===== src/rtl/ext_sram_ctrl_pkg.sv =====
// Shared types and defaults for the ExtRAM SRAM controller: FSM state
// encoding, wait-state defaults and the wait-counter width.
package ext_sram_ctrl_pkg;

  localparam int unsigned RD_WAIT_DEF = 1;
  localparam int unsigned WR_WAIT_DEF = 1;
  localparam int unsigned WAIT_CNT_W  = 4;

  typedef enum logic [2:0] {
    ST_IDLE     = 3'd0,
    ST_READ     = 3'd1,
    ST_WR_SETUP = 3'd2,
    ST_WR_PULSE = 3'd3,
    ST_WR_HOLD  = 3'd4,
    ST_RESP     = 3'd5
  } state_e;

endpackage


===== src/rtl/ext_sram_ctrl_if.sv =====
// Request/response bus between the MEM stage (master) and the SRAM
// controller (slave); member names match the controller's original ports.
interface ext_sram_ctrl_if;

  logic        req_valid_i;
  logic        req_ready_o;
  logic        req_we_i;
  logic [31:0] req_addr_i;
  logic [3:0]  req_wbe_n_i;
  logic [31:0] req_wdata_i;
  logic        resp_valid_o;
  logic        resp_ready_i;
  logic [31:0] resp_rdata_o;

  modport master (
    output req_valid_i, req_we_i, req_addr_i, req_wbe_n_i, req_wdata_i,
           resp_ready_i,
    input  req_ready_o, resp_valid_o, resp_rdata_o
  );

  modport slave (
    input  req_valid_i, req_we_i, req_addr_i, req_wbe_n_i, req_wdata_i,
           resp_ready_i,
    output req_ready_o, resp_valid_o, resp_rdata_o
  );

endinterface


===== src/rtl/ext_sram_ctrl.sv =====
// Responder for CPU load/store requests that runs each one on the async
// ExtRAM SRAM with setup/strobe/hold timing; all pin outputs are registered.
module ext_sram_ctrl
  import ext_sram_ctrl_pkg::*;
#(
  parameter int unsigned ADDR_BITS = 20,
  parameter int unsigned RD_WAIT   = RD_WAIT_DEF,
  parameter int unsigned WR_WAIT   = WR_WAIT_DEF
) (
  input  logic                 clk_i,
  input  logic                 rst_ni,
  ext_sram_ctrl_if.slave       bus,
  input  logic [31:0]          sram_data_i,
  output logic [31:0]          sram_data_o,
  output logic                 sram_data_oe_o,
  output logic [ADDR_BITS-1:0] sram_addr_o,
  output logic [3:0]           sram_be_n_o,
  output logic                 sram_ce_n_o,
  output logic                 sram_oe_n_o,
  output logic                 sram_we_n_o
);

  state_e                 state_q, state_d;
  logic [WAIT_CNT_W-1:0]  cnt_q, cnt_d;
  logic [ADDR_BITS-1:0]   addr_q, addr_d;
  logic [31:0]            data_q, data_d;
  logic                   data_oe_q, data_oe_d;
  logic [3:0]             be_n_q, be_n_d;
  logic                   ce_n_q, ce_n_d;
  logic                   oe_n_q, oe_n_d;
  logic                   we_n_q, we_n_d;
  logic                   resp_valid_q, resp_valid_d;
  logic [31:0]            rdata_q, rdata_d;
  logic                   cnt_zero;
  logic                   unused_addr;

  // Byte-offset bits and bits above the SRAM word address are don't-care.
  assign unused_addr = ^bus.req_addr_i;
  assign cnt_zero    = (cnt_q == '0);

  assign bus.req_ready_o  = rst_ni && (state_q == ST_IDLE);
  assign bus.resp_valid_o = resp_valid_q;
  assign bus.resp_rdata_o = rdata_q;

  assign sram_data_o    = data_q;
  assign sram_data_oe_o = data_oe_q;
  assign sram_addr_o    = addr_q;
  assign sram_be_n_o    = be_n_q;
  assign sram_ce_n_o    = ce_n_q;
  assign sram_oe_n_o    = oe_n_q;
  assign sram_we_n_o    = we_n_q;

  // Pin values are computed for the state being entered, so each registered
  // output is already correct during the first cycle of its state.
  always_comb begin
    state_d      = state_q;
    cnt_d        = cnt_q;
    addr_d       = addr_q;
    data_d       = data_q;
    data_oe_d    = data_oe_q;
    be_n_d       = be_n_q;
    ce_n_d       = ce_n_q;
    oe_n_d       = oe_n_q;
    we_n_d       = we_n_q;
    resp_valid_d = resp_valid_q;
    rdata_d      = rdata_q;

    unique case (state_q)
      ST_IDLE: begin
        if (bus.req_valid_i) begin
          addr_d = bus.req_addr_i[ADDR_BITS+1:2];
          if (!bus.req_we_i) begin
            state_d = ST_READ;
            cnt_d   = WAIT_CNT_W'(RD_WAIT);
            ce_n_d  = 1'b0;
            oe_n_d  = 1'b0;
            be_n_d  = 4'h0;
          end else if (bus.req_wbe_n_i != 4'hF) begin
            state_d   = ST_WR_SETUP;
            cnt_d     = '0;
            ce_n_d    = 1'b0;
            be_n_d    = bus.req_wbe_n_i;
            data_d    = bus.req_wdata_i;
            data_oe_d = 1'b1;
          end else begin
            state_d      = ST_RESP;
            resp_valid_d = 1'b1;
          end
        end
      end
      ST_READ: begin
        if (cnt_zero) begin
          state_d      = ST_RESP;
          rdata_d      = sram_data_i;
          ce_n_d       = 1'b1;
          oe_n_d       = 1'b1;
          be_n_d       = 4'hF;
          resp_valid_d = 1'b1;
        end else begin
          cnt_d = cnt_q - WAIT_CNT_W'(1);
        end
      end
      ST_WR_SETUP: begin
        if (cnt_zero) begin
          state_d = ST_WR_PULSE;
          cnt_d   = WAIT_CNT_W'(WR_WAIT);
          we_n_d  = 1'b0;
        end else begin
          cnt_d = cnt_q - WAIT_CNT_W'(1);
        end
      end
      ST_WR_PULSE: begin
        if (cnt_zero) begin
          state_d = ST_WR_HOLD;
          cnt_d   = '0;
          we_n_d  = 1'b1;
        end else begin
          cnt_d = cnt_q - WAIT_CNT_W'(1);
        end
      end
      ST_WR_HOLD: begin
        if (cnt_zero) begin
          state_d      = ST_RESP;
          ce_n_d       = 1'b1;
          be_n_d       = 4'hF;
          data_oe_d    = 1'b0;
          resp_valid_d = 1'b1;
        end else begin
          cnt_d = cnt_q - WAIT_CNT_W'(1);
        end
      end
      ST_RESP: begin
        if (bus.resp_ready_i) begin
          state_d      = ST_IDLE;
          resp_valid_d = 1'b0;
        end
      end
      default: state_d = ST_IDLE;
    endcase
  end

  always_ff @(posedge clk_i or negedge rst_ni) begin
    if (!rst_ni) begin
      state_q      <= ST_IDLE;
      cnt_q        <= '0;
      addr_q       <= '0;
      data_q       <= '0;
      data_oe_q    <= 1'b0;
      be_n_q       <= 4'hF;
      ce_n_q       <= 1'b1;
      oe_n_q       <= 1'b1;
      we_n_q       <= 1'b1;
      resp_valid_q <= 1'b0;
      rdata_q      <= '0;
    end else begin
      state_q      <= state_d;
      cnt_q        <= cnt_d;
      addr_q       <= addr_d;
      data_q       <= data_d;
      data_oe_q    <= data_oe_d;
      be_n_q       <= be_n_d;
      ce_n_q       <= ce_n_d;
      oe_n_q       <= oe_n_d;
      we_n_q       <= we_n_d;
      resp_valid_q <= resp_valid_d;
      rdata_q      <= rdata_d;
    end
  end

endmodule


===== src/flat_wrapper.sv =====
// flat-port wrapper written by rule: the top's interface ports become plain ports
module ext_sram_ctrl_flat import ext_sram_ctrl_pkg::*;
#(
  parameter int unsigned ADDR_BITS = 20,
  parameter int unsigned RD_WAIT   = RD_WAIT_DEF,
  parameter int unsigned WR_WAIT   = WR_WAIT_DEF
)
  (clk_i, rst_ni, sram_data_i, sram_data_o, sram_data_oe_o, sram_addr_o, sram_be_n_o, sram_ce_n_o, sram_oe_n_o, sram_we_n_o, bus_req_valid_i, bus_req_we_i, bus_req_addr_i, bus_req_wbe_n_i, bus_req_wdata_i, bus_resp_ready_i, bus_req_ready_o, bus_resp_valid_o, bus_resp_rdata_o);
  ext_sram_ctrl_if bus_i ();
  input  logic clk_i;
  input  logic rst_ni;
  input  logic [31:0] sram_data_i;
  output logic [31:0] sram_data_o;
  output logic sram_data_oe_o;
  output logic [ADDR_BITS-1:0] sram_addr_o;
  output logic [3:0] sram_be_n_o;
  output logic sram_ce_n_o;
  output logic sram_oe_n_o;
  output logic sram_we_n_o;
  input wire logic [$bits(bus_i.req_valid_i)-1:0] bus_req_valid_i;
  input wire logic [$bits(bus_i.req_we_i)-1:0] bus_req_we_i;
  input wire logic [$bits(bus_i.req_addr_i)-1:0] bus_req_addr_i;
  input wire logic [$bits(bus_i.req_wbe_n_i)-1:0] bus_req_wbe_n_i;
  input wire logic [$bits(bus_i.req_wdata_i)-1:0] bus_req_wdata_i;
  input wire logic [$bits(bus_i.resp_ready_i)-1:0] bus_resp_ready_i;
  output wire logic [$bits(bus_i.req_ready_o)-1:0] bus_req_ready_o;
  output wire logic [$bits(bus_i.resp_valid_o)-1:0] bus_resp_valid_o;
  output wire logic [$bits(bus_i.resp_rdata_o)-1:0] bus_resp_rdata_o;
  assign bus_i.req_valid_i = bus_req_valid_i;
  assign bus_i.req_we_i = bus_req_we_i;
  assign bus_i.req_addr_i = bus_req_addr_i;
  assign bus_i.req_wbe_n_i = bus_req_wbe_n_i;
  assign bus_i.req_wdata_i = bus_req_wdata_i;
  assign bus_i.resp_ready_i = bus_resp_ready_i;
  assign bus_req_ready_o = bus_i.req_ready_o;
  assign bus_resp_valid_o = bus_i.resp_valid_o;
  assign bus_resp_rdata_o = bus_i.resp_rdata_o;
  ext_sram_ctrl #(.ADDR_BITS(ADDR_BITS), .RD_WAIT(RD_WAIT), .WR_WAIT(WR_WAIT)) u_core (.clk_i(clk_i), .rst_ni(rst_ni), .bus(bus_i), .sram_data_i(sram_data_i), .sram_data_o(sram_data_o), .sram_data_oe_o(sram_data_oe_o), .sram_addr_o(sram_addr_o), .sram_be_n_o(sram_be_n_o), .sram_ce_n_o(sram_ce_n_o), .sram_oe_n_o(sram_oe_n_o), .sram_we_n_o(sram_we_n_o));
endmodule

===== config.mk =====
export PLATFORM = sky130hd
export DESIGN_NAME = ext_sram_ctrl_flat
export DESIGN_NICKNAME = d
export VERILOG_FILES = /design/src/rtl/ext_sram_ctrl_pkg.sv /design/src/rtl/ext_sram_ctrl_if.sv /design/src/rtl/ext_sram_ctrl.sv /design/src/flat_wrapper.sv
export SDC_FILE = /design/constraint.sdc
export NUM_CORES = 1
export LEC_CHECK = 0
export BUFFER_PORTS_ARGS = -buffer_cell sky130_fd_sc_hd__buf_2
export CELL_PAD_IN_SITES_DETAIL_PLACEMENT = 0
export CELL_PAD_IN_SITES_GLOBAL_PLACEMENT = 1
export CORE_MARGIN = 3
export CORE_UTILIZATION = 36
export DETAILED_ROUTE_END_ITERATION = 7
export PLACE_DENSITY = 0.87
export SETUP_SLACK_MARGIN = 0.1
export SKIP_LAST_GASP = 1
export SYNTH_ARGS = -nofsm -noshare
export SYNTH_HDL_FRONTEND = slang
export SYNTH_SLANG_ARGS = --single-unit

===== constraint.sdc =====
create_clock -name clk_i -period 2.5 [get_ports clk_i]
set_input_delay 0.375 -clock clk_i [delete_from_list [all_inputs] [get_ports clk_i]]
set_output_delay 0.375 -clock clk_i [all_outputs]
set_load 0.02 [all_outputs]

After elaboration in Yosys (flattened, before gate mapping)
Cells that the tools add are included.

operators by class
  $mul = 0
  mux-type cells = 39
  bitwise operators = 0
  add/subtract/negate cells = 1
  equality and inequality tests = 19
  shifts and indexed selects = 0
  divide/modulo/power cells = 0
  $lt $le $gt $ge = 0
  reduce and logical (&&, ||, !) cells = 20

operators by type and width
  operator             count
  $mux 4               10
  $mux 3               7
  $pmux 4 s4           1
  $reduce_and 4->1     4
  $pmux 3 s5           1
  $mux 1               14
  $ne 2x2->1 const B   7
  $ne 2x1->1 const B   5
  $reduce_and 5->1     2
  $pmux 1 s2           4
  $pmux 4 s2           1
  $reduce_bool 2->1    4
  $eq 3x2->1 const B   2
  $eq 3x3->1 const B   2
  $reduce_and 6->1     1
  $logic_not 4->1      1
  $ne 4x4->1 const B   1
  $reduce_and 2->1     2
  $reduce_bool 4->1    1
  $sub 4x1->4 const B  1
  $eq 3x1->1 const B   1
  $logic_not 3->1      1
  $ne 3x3->1 const B   1
  $pmux 1 s3           1
  other kinds (4)      4

storage, ports and cells
  output and inout port bits = 94
  memory bits (read-only) = 0
  bits in latches = 0
  bits in writable memories = 0
  register bits = 100
  word-level logic and storage cells = 90
  memories = 0
  input bits = 105

Logic depth before layout (Yosys ltp)
  depth after elaboration = 5
  gate-level depth with buffers = 7
  gate-level depth less buffers = 6

Least setup slack after synthesis
Ideal clock, no wire load.

  path type = register to register
  start = register u_core.cnt_q[0]
  end = register u_core.be_n_q[2], in the netlist u_core.sram_be_n_o[2]
  period minus slack after synthesis = 1917 ps
  slack = 583 ps
  arrival time = 1834 ps
  data required time = 2418 ps
  stages on the path, launching flop included = 7
  library setup time = 82 ps
  cells stage by stage = dfrtp_1 -> inv_1 -> ha_1 -> nor3b_4 -> o21ai_2 -> a221oi_4 -> mux2_4

on the way
  longest elaborated chain between the ends = 3

ends and longest elaborated chain
  element                     RTL line              source
  from (decl)                 ext_sram_ctrl.sv:24   logic [WAIT_CNT_W-1:0] cnt_q, cnt_d;
  from (signal assigned)      ext_sram_ctrl.sv:157  cnt_q <= cnt_d;
  $logic_not 4->1             ext_sram_ctrl.sv:39   assign cnt_zero = (cnt_q == '0);
  $ne 2x1->1 (no line)        -
  $reduce_and 4->1 (no line)  -
  to (signal assigned)        ext_sram_ctrl.sv:161  be_n_q <= be_n_d;
  to (decl)                   ext_sram_ctrl.sv:28   logic [3:0] be_n_q, be_n_d;

Every way passes these cells.
A chain may end at the register's enable or synchronous reset.

Final worst setup path
Ends and elaborated chain as after synthesis.

==> metrics <==
Tmin final 2.052 ns; post-synthesis cell count 294; layout cell share with drive strength beyond 1 0.5624; Fmax 487.4 MHz; Synth Flop Type dfrtp_1; Unique masters post-synth 51; max incr delay on CP 0.46 ns; post-cts sizing count 0; Hold Vio Cnt, Final 0; Post-synth EDFFs 0; syn_nets 401; die span in x 114.4 µm; DIE HEIGHT 114.4 µm; Cell Area, Synth 4233 µm²; Crit path buffers/inverters 1; RSZ-0062 raised after global routing no; I/O Buffers 186; clock transition at the registers of the reported paths 0.06 ns; Die ar. 13100 µm²; worst setup path startpoint u_core.cnt_q[0]$_DFFE_PN0P_; crit path max fanout 5; Slowest cell on crit path a221oi_4; Max Cap Violations 0; WP depth 6; diodes inserted 0; area added between synthesis and finish 33.22%; commonest non-fill, non-tap cell in the layout buf_2; most frequent cells in the layout buf_2 (185), dfrtp_1 (93), mux2_2 (50), mux2_1 (34), inv_1 (10); cts hold-fix bufs 0; hold_ws 0.06842 ns; clock sink total 100; first-pass GRT wire length 15930 µm; worst slew pin tran 0.5451 ns; num rows 38; GPL Wtd Cong 0.8796; Hold WC Path Type in -> async; Pre-Repair DR Iteration Count 4; CTS root buf clkbuf_16; Crit. End Element flip-flop; clk_lat worst skew 0.34 ns; Seq/Total Area, Yosys 0.5933; CTS buffer count 9; IO Count 199; initial detailed-routing violation count 68; post-route setup TNS 0 ns; R2R setup slack 0.45 ns; DRC 0; post-DP HPWL 7365 µm; vias in the first global route 3281; worst vdd rail ir drop 631.9 µV; period utilization 0.8206; TritonCTS clock tree yes; worst r2r src u_core.cnt_q[0]$_DFFE_PN0P_; antenna-violating nets left 0; Synthesis Warnings 0; Avg WL per Cell 15.56 µm; Via Count 3123; Pwr per Cell Area 1412 nW/µm²; Slew Limit Fails 0; CP Cell Sequence inv_1, ha_1, nor4b_4, nand2_2, a221oi_4, mux2_4; outcome finished clean; H-tree levels 3; r2r endpoint u_core.sram_be_n_o[2]$_DFFE_PN1P_; Fin Clk Skew 0.004664 ns; routed wire length 9789 µm; antenna violations before repair 0; Starting Density 0.3788; CP top delay family compound AO/OA/AOI/OAI gates; Reg2Reg Depth 6; Worst setup endpoint u_core.sram_be_n_o[2]$_DFFE_PN1P_; Worst Path Required 2.77 ns; grt total ovfl 0; vias per cell 4.965; crit start category flip-flop; Post-synth ARST share 1.000; critical path type reg -> reg; critical path arrival 2.32 ns; largest net degree at the start of global routing 101; clk buf depth 2; Relative slew margins 0.6366; Nets 592; all-layer global routing usage 0.1533; postcts setup bufs 0; Seq cells post-synth 100; syn_area_per_cell 14.40 µm²; final setup vio count 0; core area 11170 µm²; Leakage 2.747 nW
-- area by class of cell --
class | count | area (µm²)
Clock buffer | 13 | 250.2
Clock inverter | 2 | 35.03
Fill cell | 1016 | 5534
Inverter | 10 | 37.54
Multi-Input combinational cell | 169 | 1592
Sequential cell | 100 | 2511
Tap cell | 140 | 175.2
Timing Repair Buffer | 195 | 1039
-- Yosys cell counts (3+ instances only) --
| cell | count | area (µm²) |
|---|---|---|
| dfrtp_1 | 93 | 2327 |
| o21ai_0 | 8 | 40.04 |
| nand2_1 | 6 | 22.52 |
| inv_1 | 10 | 37.54 |
| mux2_2 | 50 | 563.0 |
| and2_1 | 3 | 18.77 |
| mux2i_1 | 6 | 60.06 |
| buf_2 | 8 | 40.04 |
| a21oi_1 | 9 | 45.04 |
| nor2_1 | 3 | 11.26 |
| nand2b_1 | 3 | 18.77 |
| o311ai_0 | 3 | 26.28 |
| dfstp_2 | 7 | 183.9 |
| buf_4 | 3 | 22.52 |
| mux2_1 | 34 | 382.9 |
-- power by group --
group          switching (mW)  total (mW)  internal, mW
Sequential              0.415        2.89          2.47
Clock                   0.563        1.36         0.797
Combinational            2.14        3.71          1.57
-- worst reg2reg max path, stage by stage (launching register included) --
cell and delay, ns:
dfrtp_1 0.41, inv_1 0.12, ha_1 0.24, nor4b_4 0.27, nand2_2 0.16, a221oi_4 0.46, mux2_4 0.33
-- flip-flops by register name (all words and copies together) (netlist names), 3 cells and up --
name                     cells
u_core.sram_data_o          32
u_core.cnt_q                 4
u_core.bus.resp_rdata_o     32
u_core.sram_be_n_o           4
u_core.sram_addr_o          20
u_core.state_q               3
-- worst min-delay path by stage --
stage	startpoint	to	slack [ns]	cells after the start
3_5_place_dp	u_core.sram_be_n_o[1]$_DFFE_PN1P_	u_core.sram_be_n_o[1]$_DFFE_PN1P_	0.46	2
2_1_floorplan	rst_ni	u_core.bus.resp_rdata_o[0]$_DFFE_PN0P_	0.08	0
4_1_cts	rst_ni	u_core.cnt_q[3]$_DFFE_PN0P_	0.12	2
5_1_grt	rst_ni	u_core.state_q[1]$_DFFE_PN0P_	0.15	2
3_3_place_gp	u_core.sram_be_n_o[1]$_DFFE_PN1P_	u_core.sram_be_n_o[1]$_DFFE_PN1P_	0.45	2
6_report	rst_ni	u_core.state_q[0]$_DFFE_PN0P_	0.07	2
-- metal layers --
layer	vias to the layer above	global-route usage	wire (µm)	part of all wire
met1	1547	0.1760	3637	0.37
met5	-	0	0	0
met2	109	0.2542	5084	0.52
li1	1444	-	-	-
met4	0	0.08234	301	0.031
met3	23	0.04863	766	0.078
-- kinds of logic after synthesis --
group	share of synthesized area
adder cells (fa/ha/maj)	0.005911
multiplexers	0.2412
buffers and inverters	0.03074
flip-flops	0.5933
AND/OR/NAND/NOR	0.05291
AO/OA/AOI/OAI	0.07391
XOR/XNOR	0.002070
-- metrics by stage --
step	power, mW	instance area (µm²)	util	std cells	setup slack, ns
5_1_grt	8.496	5639	0.5047	629	0.2659
2_1_floorplan	5.396	4233	-	294	0.5834
3_5_place_dp	6.684	5354	0.4792	614	0.4387
3_3_place_gp	6.561	5354	0.4792	614	0.4799
4_1_cts	8.082	5639	0.5047	629	0.4325
6_report	7.960	5639	0.5047	629	0.4485
Power figures use the tool's default switching activity.
